[config.mk]
export PLATFORM = sky130hd
export DESIGN_NAME = debounce_gen
export DESIGN_NICKNAME = d
export VERILOG_FILES = /design/src/rtl/debounce_gen.sv
export SDC_FILE = /design/constraint.sdc
export NUM_CORES = 1
export LEC_CHECK = 0
export CORE_MARGIN = 2
export CORE_UTILIZATION = 25
export DETAILED_ROUTE_END_ITERATION = 8
export HOLD_SLACK_MARGIN = 0.06
export PLACE_DENSITY_LB_ADDON = 0.05
export SETUP_SLACK_MARGIN = 0.15
export SLEW_MARGIN = 20
export SYNTH_ARGS = -nofsm -noshare
export SYNTH_HDL_FRONTEND = slang
export SYNTH_SLANG_ARGS = --single-unit
[constraint.sdc]
create_clock -name clk -period 5.9 [get_ports clk]
set_input_delay 1.77 -clock clk [delete_from_list [all_inputs] [get_ports clk]]
set_output_delay 1.77 -clock clk [all_outputs]
set_load 0.02 [all_outputs]
[src/rtl/debounce_gen.sv]
// Multi-channel debouncer: 2-flop synchronisers, a shared divided sample tick,
// SAMPLE_DEPTH-deep agreement filters and single-cycle rise/fall strobes.
module debounce_gen #(
  parameter int                      CLK_FREQUENCY_HZ       = 100_000_000,
  parameter int                      DEBOUNCE_FREQUENCY_HZ  = 250,
  parameter int                      NUM_CHANNELS           = 22,
  parameter int                      SAMPLE_DEPTH           = 4,
  parameter logic [NUM_CHANNELS-1:0] RESET_VALUE            = {NUM_CHANNELS{1'b0}},
  parameter int                      CNTR_WIDTH             = 32,
  parameter bit                      SIMULATE               = 1'b0,
  parameter int                      SIMULATE_FREQUENCY_CNT = 5
) (
  input  logic                    clk,
  input  logic                    reset,
  input  logic [NUM_CHANNELS-1:0] din,
  output logic [NUM_CHANNELS-1:0] dout,
  output logic [NUM_CHANNELS-1:0] rise,
  output logic [NUM_CHANNELS-1:0] fall,
  output logic                    changed,
  output logic                    sample_tick
);

  localparam int TOP_INT = SIMULATE ? SIMULATE_FREQUENCY_CNT
                                    : (CLK_FREQUENCY_HZ / DEBOUNCE_FREQUENCY_HZ) - 1;
  localparam logic [CNTR_WIDTH-1:0] TOP = CNTR_WIDTH'(TOP_INT);

  logic [CNTR_WIDTH-1:0]   tick_cnt;
  logic [NUM_CHANNELS-1:0] sync_d;
  logic [NUM_CHANNELS-1:0] sync_q;
  logic [SAMPLE_DEPTH-1:0] shreg [NUM_CHANNELS];
  logic [NUM_CHANNELS-1:0] dout_next;

  // The strobe is registered, so it lands the cycle after the counter hits TOP.
  always_ff @(posedge clk) begin
    if (reset) begin
      tick_cnt    <= '0;
      sample_tick <= 1'b0;
    end else if (tick_cnt == TOP) begin
      tick_cnt    <= '0;
      sample_tick <= 1'b1;
    end else begin
      tick_cnt    <= tick_cnt + CNTR_WIDTH'(1);
      sample_tick <= 1'b0;
    end
  end

  always_ff @(posedge clk) begin
    if (reset) begin
      sync_d <= RESET_VALUE;
      sync_q <= RESET_VALUE;
    end else begin
      sync_d <= din;
      sync_q <= sync_d;
    end
  end

  // Reset preloads the history with the idle level so old samples are forgotten.
  for (genvar ch = 0; ch < NUM_CHANNELS; ch++) begin : g_shreg
    always_ff @(posedge clk) begin
      if (reset) begin
        shreg[ch] <= {SAMPLE_DEPTH{RESET_VALUE[ch]}};
      end else if (sample_tick) begin
        shreg[ch] <= {shreg[ch][SAMPLE_DEPTH-2:0], sync_q[ch]};
      end
    end
  end

  always_comb begin
    dout_next = dout;
    for (int ch = 0; ch < NUM_CHANNELS; ch++) begin
      if (&shreg[ch]) begin
        dout_next[ch] = 1'b1;
      end else if (~|shreg[ch]) begin
        dout_next[ch] = 1'b0;
      end
    end
  end

  // Reset forces the idle level directly, so it never produces edge strobes.
  always_ff @(posedge clk) begin
    if (reset) begin
      dout <= RESET_VALUE;
      rise <= '0;
      fall <= '0;
    end else begin
      dout <= dout_next;
      rise <= dout_next & ~dout;
      fall <= ~dout_next & dout;
    end
  end

  assign changed = |(rise | fall);

endmodule

# Word-level counts from Yosys, hierarchy flattened
# Memory sizes are Yosys's and may differ from the RTL's.
# Cells that the tools add are included.
# word_totals
reg_bits	143
ram_bits	88
in_bits	24
memories	1
# memory_table
name	words	width	rd	rd_ports_with_merged_regs	write_ports	line_no	source
shreg	22	4	22	0	22	30	logic [SAMPLE_DEPTH-1:0] shreg [NUM_CHANNELS];
# op_classes
add_sub_neg	1
n_eq_ne	1
n_mux	72
bitwise	27
reduce_logical	46
# ops
cell	count
2-to-1 mux 4 bit	22
AND reduction 4 bit	22
OR reduction 4 bit	22
2-to-1 mux 1 bit	50
AND 22 bit	2
inverter 22 bit	2
adder 32 x 1 -> 32 bit (second input constant)	1
equality test 32 x 19 -> 1 bit (second input constant)	1
OR 1 bit	22
OR 22 bit	1
OR reduction 22 bit	1
OR reduction 2 bit	1

# Longest topological paths before layout
# Gate-level depths: netlist (run 1).
# logic_depth
word_depth	5
ltp_mapped	7

# Worst setup path after synthesis (run 1)
# Ideal clock, no wire load.
# synth_timing
path_kind	input port to flip-flop
from	input reset
to	memory shreg[0][0], enable pin
setup_time_ns	0.409
t_arrival_ns	3.458
t_required_ns	5.491
setup_slack_ns	2.033
stages	3
n_path_buf	2
cell_sequence	clkbuf_1 -> clkbuf_1 -> or2_2
# synth_rtl
item	line_no	source
start: declaration	14	input logic reset,
end: declaration	30	

# Worst setup path after layout (run 1)
# layout_timing
from	register fall[1]
to	output changed
# layout_via
elab_chain_cells	2
# layout_lines
item	line_no	source
start: declaration	18	output logic [NUM_CHANNELS-1:0] fall,
start signal: assignment	88	fall <= ~dout_next & dout;
OR 22 bit	92	assign changed = |(rise | fall);
OR reduction 22 bit	92	
end: declaration	19	output logic changed,
# Every way passes these cells.

==> impl_metrics.env, run 1 <==
export IMPL_result_of_the_run="complete, no violations"
export IMPL_drt_wirelength_per_cell_microns=14.3
export IMPL_holdCritPathClass="reg -> reg"
export IMPL_post_place_ws_ns=1.69
export IMPL_detailroute_via_count=5600
export IMPL_rsz0062_at_grt="no"
export IMPL_clock_root_buffer="clkbuf_16"
export IMPL_syn_area_sq_um=8390
export IMPL_port_buffers=91
export IMPL_number_of_distinct_standard_cells_referenced_by_the_synthesized_netlist=33
export IMPL_grt_pass1_wl_microns=30300
export IMPL_timing_critical_path_slowest_stage_cell="nor4_1"
export IMPL_syn_area_per_cell_sq_um=11.7
export IMPL_globalRouteTotalUtil_pct=10.6
export IMPL_initial_core_util_pct=25.2
export IMPL_maximum_number_of_pins_on_one_net_before_global_route_repair=74
export IMPL_synth_top_area_share_pct=34.1
export IMPL_proportion_of_layout_cells_with_a_drive_suffix_above_1_pct=5.85
export IMPL_setup_viol=0
export IMPL_cts_htree_levels=1
export IMPL_power_per_standard_cell_area_nw_per_um2=324
export IMPL_ys_async_sr_fraction_pct=0
export IMPL_timing_critical_path_max_delay_family="simple AND/OR/NAND/NOR gates"
export IMPL_timing_slew_headroom_pct=35.4
export IMPL_hpwlAfterDp_microns=12100
export IMPL_cp_cell_sequence="nor4_1 -> nand4_1 -> nor2_1 -> nand4_1 -> clkdlybuf4s50_1"
export IMPL_worst_setup_path_start_kind="flop"
export IMPL_hold_viol_final=0
export IMPL_place_gp_congestion=0.722
export IMPL_drt_pass1_iterations=4
export IMPL_netlist_instances=719
export IMPL_setup_ws_ns=1.44
export IMPL_grt_pass1_vias=5648
export IMPL_synth_area_top_cells="dfxtp_1 (34%), edfxtp_1 (32%), and2_1 (6.6%)"
export IMPL_route_antenna_remaining_nets=0
export IMPL_timing_setup_critical_path_class="reg -> out"
export IMPL_grt_antenna_before_repair=0
export IMPL_maxSlewViolCount=0
export IMPL_drcViolationCount=0
export IMPL_number_of_antenna_diodes=0
export IMPL_synth_sequential_area_ratio_pct=65.7
export IMPL_drt_total_wl_microns=18400
export IMPL_critPathMaxStageDelay_ns=0.69
export IMPL_clk_pin_slew_worst_paths_ns=0.05
export IMPL_critical_path_most_common_cell="nand4_1"
export IMPL_tritoncts_num_buffers=28
export IMPL_gr_max_usage_layer="met2"
export IMPL_cts_path_max_buffers=3
export IMPL_irDropWorstVdd_v=0.000191
export IMPL_final_net_count=840
export IMPL_endpoint_type_of_the_worst_setup_path="output port"
export IMPL_tritoncts_num_sinks=231
export IMPL_synth_enable_flop_cells=88
export IMPL_grtUsageMet3_pct=2.16
export IMPL_die_w_microns=187
export IMPL_drt_iter0_drc=254
export IMPL_core_rowCount=67
export IMPL_period_minus_slack_ns=4.46
export IMPL_synth_seq_cells=231
export IMPL_layout_area_overhead_vs_synth_pct=27.4
export IMPL_timing_worst_slew_pin_value_ns=0.967
export IMPL_met1_track_demand_over_resource_in_global_routing_pct=13.5
export IMPL_critPathBufInv=1
export IMPL_top_level_ports=92
export IMPL_yosysWarningCount=0
export IMPL_report_power_total_uw=3460
export IMPL_layout_cells_most_common_list="dfxtp_1 (143), clkdlybuf4s50_1 (90), and2_1 (88), edfxtp_1 (88), nor2b_1 (45)"
export IMPL_period_share_pct=75.6
export IMPL_design_core_area_sq_um=33300
export IMPL_cts_resized=0
export IMPL_skew_ns=0.00729
export IMPL_post_synth_top_area_cell="dfxtp_1"
export IMPL_fp_dieArea_sq_um=35000
export IMPL_synth_ff_type="dfxtp_1"
export IMPL_timing_setup_tns_ns=0
export IMPL_final_core_utilization_pct=32.1
export IMPL_global_route_usage_met2_pct=18.1
export IMPL_globalRouteOverflowTotal=0
export IMPL_worst_endpoint_arrival_ns=2.69
export IMPL_cts_hold_fix_buffers=0
export IMPL_cts_tree="yes"
export IMPL_power_leakage_uw=0.00369
export IMPL_post_drt_via_cell_ratio=4.36
export IMPL_layout_commonest_cell="dfxtp_1"
export IMPL_postCtsSetupRepairBufs=0
export IMPL_die_h_microns=187
export IMPL_syn_nets=744
export IMPL_cap_violations=0
export IMPL_worstPathRequired_ns=4.13
export IMPL_highest_achievable_clock_rate_mhz=224
export IMPL_clock_latency_ns=0.52
export IMPL_critical_path_max_fanout=2
cell type report:
class | instances | area (sq um)
Inverter | 3 | 11.3
Timing Repair Buffer | 95 | 958
Fill cell | 3394 | 22600
Multi-Input combinational cell | 456 | 2770
Clock buffer | 44 | 812
Sequential cell | 231 | 5510
Tap cell | 448 | 561
Clock inverter | 8 | 67.6
kinds of logic (layout without fill, tap and decap cells):
group / count (synthesis) / count (layout) / share of synthesized area (%)
multiplexers: 5 / 5 / 0.597
AO/OA/AOI/OAI: 75 / 75 / 4.74
adder cells (fa/ha/maj): 1 / 1 / 0.149
XOR/XNOR: 12 / 12 / 1.25
AND/OR/NAND/NOR: 363 / 363 / 26.1
flip-flops: 231 / 231 / 65.7
buffers and inverters: 32 / 150 / 1.52
metrics by stage:
step                cells  hold slack, ns  instance area, sq um
floorplan             719           0.414                  8390
global placement     1232           0.419                  9770
global route         1285           0.457                 10700
CTS                  1284           0.437                 10700
detailed placement   1232           0.423                  9770
finish               1285           0.435                 10700
metal layers:
metal,vias to the layer above,wire (microns)
met5,-,0
met4,0,331
met3,24,843
met2,91,8650
met1,2698,8590
li1,2787,-
worst reg2reg max path, stage by stage, from the launching register on:
cell	delay [ns]
dfxtp_1	0.39
ha_1	0.23
and3_1	0.41
nand4_1	0.41
o21bai_2	0.89
nor2_1	0.12
registers in the layout, summed over array words and instances (netlist names):
signal and flops:
shreg 88, fall 22, sync_d 22, dout 22
sample_tick 1, rise 22, tick_cnt 32, sync_q 22
power by group:
group | internal, uW | switching (uW) | leakage, uW
Sequential | 1700 | 26.2 | 0.00204
Clock | 984 | 636 | 0.000432
Combinational | 50.4 | 60.2 | 0.00122
Total | 2730 | 722 | 0.00369
path summary, 6_finish.rpt:
| kind | start | to | slack (ns) | cells past startpoint |
|---|---|---|---|---|
| setup / recovery | fall[1] | changed | 1.44 | 5 |
| hold / removal | sync_d[5] | sync_q[5] | 0.44 | 1 |
| setup reg to reg | tick_cnt[0] | tick_cnt[5] | 3.29 | 5 |
| hold reg to reg | sync_d[5] | sync_q[5] | 0.44 | 1 |
cells in the mapped netlist, types with 2 or more instances:
| cell | n |
|---|---|
| nand2_1 | 35 |
| buf_1 | 2 |
| nor4_1 | 20 |
| nor2_1 | 22 |
| nand2b_1 | 5 |
| edfxtp_1 | 88 |
| mux2i_1 | 5 |
| dfxtp_1 | 143 |
| nand4_1 | 12 |
| nor3_1 | 25 |
| inv_1 | 3 |
| a21oi_1 | 34 |
| nor2b_1 | 46 |
| o31ai_1 | 7 |
| and4_1 | 4 |
| or4_1 | 11 |
| and3_1 | 26 |
| clkbuf_1 | 26 |
| xor2_1 | 4 |
| nor4b_1 | 24 |
| xnor2_1 | 8 |
| and2_1 | 88 |
| nand3_1 | 14 |
| or3_1 | 27 |
| o21ai_0 | 32 |
(Power assumes the default switching activity.)
==> run 2: changes to the inputs <==
Clock period 5.9 ns to 4.7 ns, I/O delays scaled along.
==> run 2 against run 1 <==
Effect of this change: via count decreased by 0.14%; die area is the same; sequential cell count stayed put; total power up 22%; highest routed layer unchanged; clock skew shrank 0.00078 ns; final cell count is 0.31% lower; combinational power increased by 24%; final area down 0.76%; routed wire length grew 0.93%; clock-buffer cell count fell by 9; clock power rose by 19%; worst setup slack got worse by 0.73 ns.
==> impl_metrics.env, run 2 (synthesized netlist as in run 1, its figures left out) <==
export IMPL_result_of_the_run="complete, no violations"
export IMPL_maximum_number_of_pins_on_one_net_before_global_route_repair=68
export IMPL_critPathMaxStageDelay_ns=0.57
export IMPL_setup_viol=0
export IMPL_worstRegToRegCells=5
export IMPL_drt_total_wl_microns=18600
export IMPL_timing_worst_slew_pin_value_ns=1.00
export IMPL_irDropWorstVdd_v=0.000232
export IMPL_worstPathRequired_ns=3.29
export IMPL_globalRouteOverflowTotal=0
export IMPL_max_reg_flops=88
export IMPL_drt_iter0_drc=213
export IMPL_final_design_area_excluding_fillers_sq_um=10600
export IMPL_worst_r2r_startpoint="tick_cnt[0]"
export IMPL_grt_antenna_before_repair=0
export IMPL_cts_tree="yes"
export IMPL_tritoncts_num_sinks=231
export IMPL_largest_register="shreg"
export IMPL_post_drt_via_cell_ratio=4.37
export IMPL_period_share_pct=85.0
export IMPL_timing_slew_headroom_pct=33.0
export IMPL_r2r_slack_ns=2.06
export IMPL_initial_core_util_pct=25.2
export IMPL_fp_dieArea_sq_um=35000
export IMPL_layout_cells_most_common_list="dfxtp_1 (143), clkdlybuf4s50_1 (90), and2_1 (88), edfxtp_1 (88), nor2b_1 (45)"
export IMPL_cts_path_max_buffers=3
export IMPL_critical_path_most_common_cell="nand4_1"
export IMPL_top_level_ports=92
export IMPL_hold_viol_final=0
export IMPL_globalRouteTotalUtil_pct=10.6
export IMPL_cp_cell_sequence="nor4_1 -> nand4_1 -> nor2_1 -> nand4_1 -> clkdlybuf4s50_1"
export IMPL_reg_top3="shreg x88, tick_cnt x32"
export IMPL_holdCritPathClass="reg -> reg"
export IMPL_post_dp_cell_area_sq_um=9790
export IMPL_route_antenna_remaining_nets=0
export IMPL_holdPathStages=1
export IMPL_hpwlAfterDp_microns=12000
export IMPL_design_core_area_sq_um=33300
export IMPL_worst_setup_path_start_kind="flop"
export IMPL_skew_ns=0.00651
export IMPL_number_of_antenna_diodes=0
export IMPL_layout_area_overhead_vs_synth_pct=26.4
export IMPL_endpoint="changed"
export IMPL_die_h_microns=187
export IMPL_cts_resized=0
export IMPL_cap_violations=0
export IMPL_maxSlewViolCount=0
export IMPL_cts_hold_fix_buffers=0
export IMPL_power_leakage_uw=0.00365
export IMPL_final_net_count=838
export IMPL_drcViolationCount=0
export IMPL_endpoint_type_of_the_worst_setup_path="output port"
export IMPL_highest_achievable_clock_rate_mhz=250
export IMPL_layout_commonest_cell="dfxtp_1"
export IMPL_proportion_of_layout_cells_with_a_drive_suffix_above_1_pct=5.28
export IMPL_seqCellArea_sq_um=5510
export IMPL_detailroute_via_count=5592
export IMPL_timing_critical_path_slowest_stage_cell="nor4_1"
export IMPL_core_rowCount=67
export IMPL_die_w_microns=187
export IMPL_critical_path_max_fanout=2
export IMPL_worst_endpoint_arrival_ns=2.59
export IMPL_clock_latency_ns=0.52
export IMPL_period_minus_slack_ns=4.00
export IMPL_grt_pass1_vias=5660
export IMPL_clock_root_buffer="clkbuf_16"
export IMPL_timing_rr_end="tick_cnt[8]"
export IMPL_power_per_standard_cell_area_nw_per_um2=399
export IMPL_place_gp_congestion=0.704
export IMPL_origin_of_the_worst_setup_path="fall[3]"
export IMPL_timing_setup_tns_ns=0
export IMPL_clk_pin_slew_worst_paths_ns=0.06
export IMPL_tritoncts_num_buffers=27
export IMPL_port_buffers=91
export IMPL_rsz0062_at_grt="no"
export IMPL_drt_wirelength_per_cell_microns=14.5
export IMPL_drt_pass1_iterations=4
export IMPL_grt_pass1_wl_microns=30200
export IMPL_fillerInstances=3400
export IMPL_cts_htree_levels=1
export IMPL_postCtsSetupRepairBufs=0
export IMPL_multi_input_area_sq_um=2770
export IMPL_timing_setup_critical_path_class="reg -> out"
run 2: cell types whose count changed in the layout (fill, tap and decap cells not counted), sizes merged:
cell      change
clkinvlp      +1
clkinv        +5
buf           -1
clkbuf        -9
run 2: report_power, final:
group	total [uW]	leakage, uW	internal [uW]	switching (uW)
sequential	2170	0.00204	2130	32.7
clock	1920	0.000397	1130	790
combinational	138	0.00121	61.9	76.0
total	4230	0.00365	3330	898
run 2: worst max-delay path, delay by kind of cell, from the launching register on:
family	cells	cell delay [ns]
flops	1	0.31
simple gates	4	1.19
buf+inv	1	0.57
run 2: cell type report:
cell class	count	share of cell area, %
inverters	3	0.106
well taps	448	5.29
multi-input cells	456	26.1
clock inverters	14	0.826
clock buffers	35	6.85
repair buffers	94	8.90
flip-flops and latches	231	51.9
run 2: through the flow:
step | utilization [%] | hold slack (ns) | worst slack (ns) | power [uW] | std cells
detailed placement | 29.4 | 0.421 | 1.21 | 2350 | 1232
global route | 31.9 | 0.448 | 0.524 | 4420 | 1281
CTS | 31.9 | 0.435 | 0.634 | 4310 | 1281
finish | 31.9 | 0.433 | 0.705 | 4230 | 1281
floorplan | - | 0.414 | 1.19 | 2280 | 719
global placement | 29.4 | 0.417 | 1.20 | 2350 | 1232
run 2: worst min-delay path by stage:
| stage | to | slack (ns) | start |
|---|---|---|---|
| finish | sync_q[21] | 0.43 | sync_d[21] |
| global route | sync_q[18] | 0.45 | sync_d[18] |
| CTS | sync_q[21] | 0.43 | sync_d[21] |
| detailed placement | sync_q[21] | 0.42 | sync_d[21] |
| global placement | sync_q[4] | 0.42 | sync_d[4] |
| floorplan | sync_q[0] | 0.41 | sync_d[0] |
run 2: routing by layer:
metal  GRT usage (%)  part of all wire (%)  up-vias
li1                -                     -     2780
met1            13.5                    47     2685
met2            17.8                    46       91
met3            2.14                   4.0       36
met4            3.57                   3.1        0
met5               0                     0        -
==> run 3: changes to the inputs <==
Settings changed: CTS_BUF_LIST set to sky130_fd_sc_hd__clkbuf_4 sky130_fd_sc_hd__clkbuf_8.
==> run 3 against run 2 <==
Effect of this change: non-clock buffer count did not move; die area did not move; highest routed layer unchanged; via count grew 0.84%.
==> impl_metrics.env, run 3 (synthesized netlist as in run 1, its figures left out) <==
export IMPL_fillerInstances=3398
export IMPL_timing_rr_end="tick_cnt[8]"
export IMPL_setup_viol=0
export IMPL_cts_htree_levels=2
export IMPL_layout_commonest_cell="dfxtp_1"
export IMPL_number_of_antenna_diodes=0
export IMPL_post_drt_via_cell_ratio=4.31
export IMPL_clock_latency_ns=0.52
export IMPL_worst_setup_path_start_kind="flop"
export IMPL_drt_total_wl_microns=18800
export IMPL_internal_power_uw=3370
export IMPL_fp_dieArea_sq_um=35000
export IMPL_timing_setup_critical_path_class="reg -> out"
export IMPL_period_minus_slack_ns=3.98
export IMPL_timing_worst_slew_pin_value_ns=1.00
export IMPL_timing_setup_tns_ns=0
export IMPL_power_clock_fraction_pct=46.0
export IMPL_cts_resized=0
export IMPL_clk_pin_slew_worst_paths_ns=0.05
export IMPL_period_share_pct=84.7
export IMPL_drt_iter0_drc=206
export IMPL_holdCritPathClass="reg -> reg"
export IMPL_reg_top3="shreg x88, tick_cnt x32"
export IMPL_post_dp_cell_area_sq_um=9790
export IMPL_result_of_the_run="complete, no violations"
export IMPL_r2r_slack_ns=2.07
export IMPL_final_design_area_excluding_fillers_sq_um=10700
export IMPL_postCtsSetupRepairBufs=0
export IMPL_grt_antenna_before_repair=0
export IMPL_layout_area_overhead_vs_synth_pct=27.4
export IMPL_cap_violations=0
export IMPL_pwr_share_comb_pct=3.2
export IMPL_die_h_microns=187
export IMPL_cts_tree="yes"
export IMPL_tritoncts_num_sinks=231
export IMPL_top_level_ports=92
export IMPL_power_per_standard_cell_area_nw_per_um2=400
export IMPL_power_leakage_uw=0.00373
export IMPL_holdCritStartpoint="sync_d[21]"
export IMPL_drt_wirelength_per_cell_microns=14.4
export IMPL_worstRegToRegCells=5
export IMPL_irDropWorstVdd_v=0.000156
export IMPL_worst_endpoint_arrival_ns=2.57
export IMPL_timing_slew_headroom_pct=33.2
export IMPL_layout_cells_most_common_list="dfxtp_1 (143), clkdlybuf4s50_1 (90), and2_1 (88), edfxtp_1 (88), clkbuf_8 (54)"
export IMPL_critical_path_max_fanout=2
export IMPL_clock_root_buffer="clkbuf_8"
export IMPL_rsz0062_at_grt="no"
export IMPL_max_reg_flops=88
export IMPL_seq_power_share_pct=50.7
export IMPL_die_w_microns=187
export IMPL_multi_input_area_sq_um=2770
export IMPL_endpoint_type_of_the_worst_setup_path="output port"
export IMPL_detailroute_via_count=5639
export IMPL_globalRouteTotalUtil_pct=10.8
export IMPL_cts_path_max_buffers=3
export IMPL_initial_core_util_pct=25.2
export IMPL_globalRouteOverflowTotal=0
export IMPL_largest_register="shreg"
export IMPL_seqCellArea_sq_um=5510
export IMPL_tritoncts_num_buffers=43
export IMPL_maximum_number_of_pins_on_one_net_before_global_route_repair=68
export IMPL_highest_achievable_clock_rate_mhz=251
export IMPL_worst_r2r_startpoint="tick_cnt[0]"
export IMPL_core_rowCount=67
export IMPL_hold_viol_final=0
export IMPL_grt_pass1_wl_microns=30500
export IMPL_worstPathRequired_ns=3.29
export IMPL_drt_pass1_iterations=4
export IMPL_cts_hold_fix_buffers=0
export IMPL_hold_end="sync_q[21]"
export IMPL_report_power_total_uw=4280
export IMPL_route_antenna_remaining_nets=0
export IMPL_swShare_pct=21.3
export IMPL_holdPathStages=1
export IMPL_port_buffers=91
export IMPL_place_gp_congestion=0.704
export IMPL_maxSlewViolCount=0
export IMPL_final_net_count=854
export IMPL_hpwlAfterDp_microns=12000
export IMPL_grt_pass1_vias=5806
export IMPL_drcViolationCount=0
export IMPL_power_switching_uw=910
export IMPL_proportion_of_layout_cells_with_a_drive_suffix_above_1_pct=9.78
export IMPL_skew_ns=0.0111
export IMPL_design_core_area_sq_um=33300
[run 3: cell count changes in the layout (fill, tap and decap cells not counted), moves of 2 or more]
cell	change
clkbuf_16	-27
clkbuf_4	+18
clkbuf_8	+52
clkbuf_1	-6
clkinv_2	-2
clkinv_1	-8
[run 3: worst max-delay path, stage by stage (launching register included)]
cell	delay, ns
dfxtp_1	0.30
nor4_1	0.56
nand4_1	0.30
nor2_1	0.20
nand4_1	0.11
clkdlybuf4s50_1	0.57
[run 3: worst max path at each step]
stage               startpoint          end  slack [ns]
global route           fall[3]      changed        0.52
finish                 fall[3]      changed        0.72
floorplan                reset  shreg[0][0]        1.19
global placement       fall[3]      changed        1.20
CTS                    fall[3]      changed        0.63
detailed placement     fall[3]      changed        1.21
[run 3: per-layer routing]
metal / wire length (microns) / track usage, % / part of all wire [%] / up-vias
li1: - / - / - / 2820
met5: 0 / 0 / 0 / -
met1: 8740 / 13.3 / 46 / 2675
met2: 8680 / 17.9 / 46 / 102
met4: 520 / 4.52 / 2.8 / 0
met3: 874 / 2.66 / 4.6 / 42
[run 3: area by class of cell]
cell class | count | area share (%)
inverter | 3 | 0.105
tap | 448 | 5.25
clock inverter | 3 | 0.164
sequential | 231 | 51.5
timing repair buffer | 94 | 8.83
clock buffer | 72 | 8.22
multi-input combinational | 456 | 25.9
[run 3: power by group through the flow]
stage / sequential, uW / clock, uW / combinational [uW]
final: 2170 / 1970 / 138
after global routing: 2180 / 2160 / 154
after CTS: 2170 / 2070 / 143
after detailed placement: 2210 / 0 / 143
after global placement: 2210 / 0 / 140
after floorplan: 2210 / 0 / 71.6
[run 3: through the flow]
stage / setup slack, ns / hold slack [ns] / std cells / util, %
global route: 0.521 / 0.449 / 1307 / 32.1
floorplan: 1.19 / 0.414 / 719 / -
global placement: 1.20 / 0.417 / 1232 / 29.4
CTS: 0.628 / 0.434 / 1307 / 32.1
finish: 0.721 / 0.434 / 1307 / 32.1
detailed placement: 1.21 / 0.421 / 1232 / 29.4
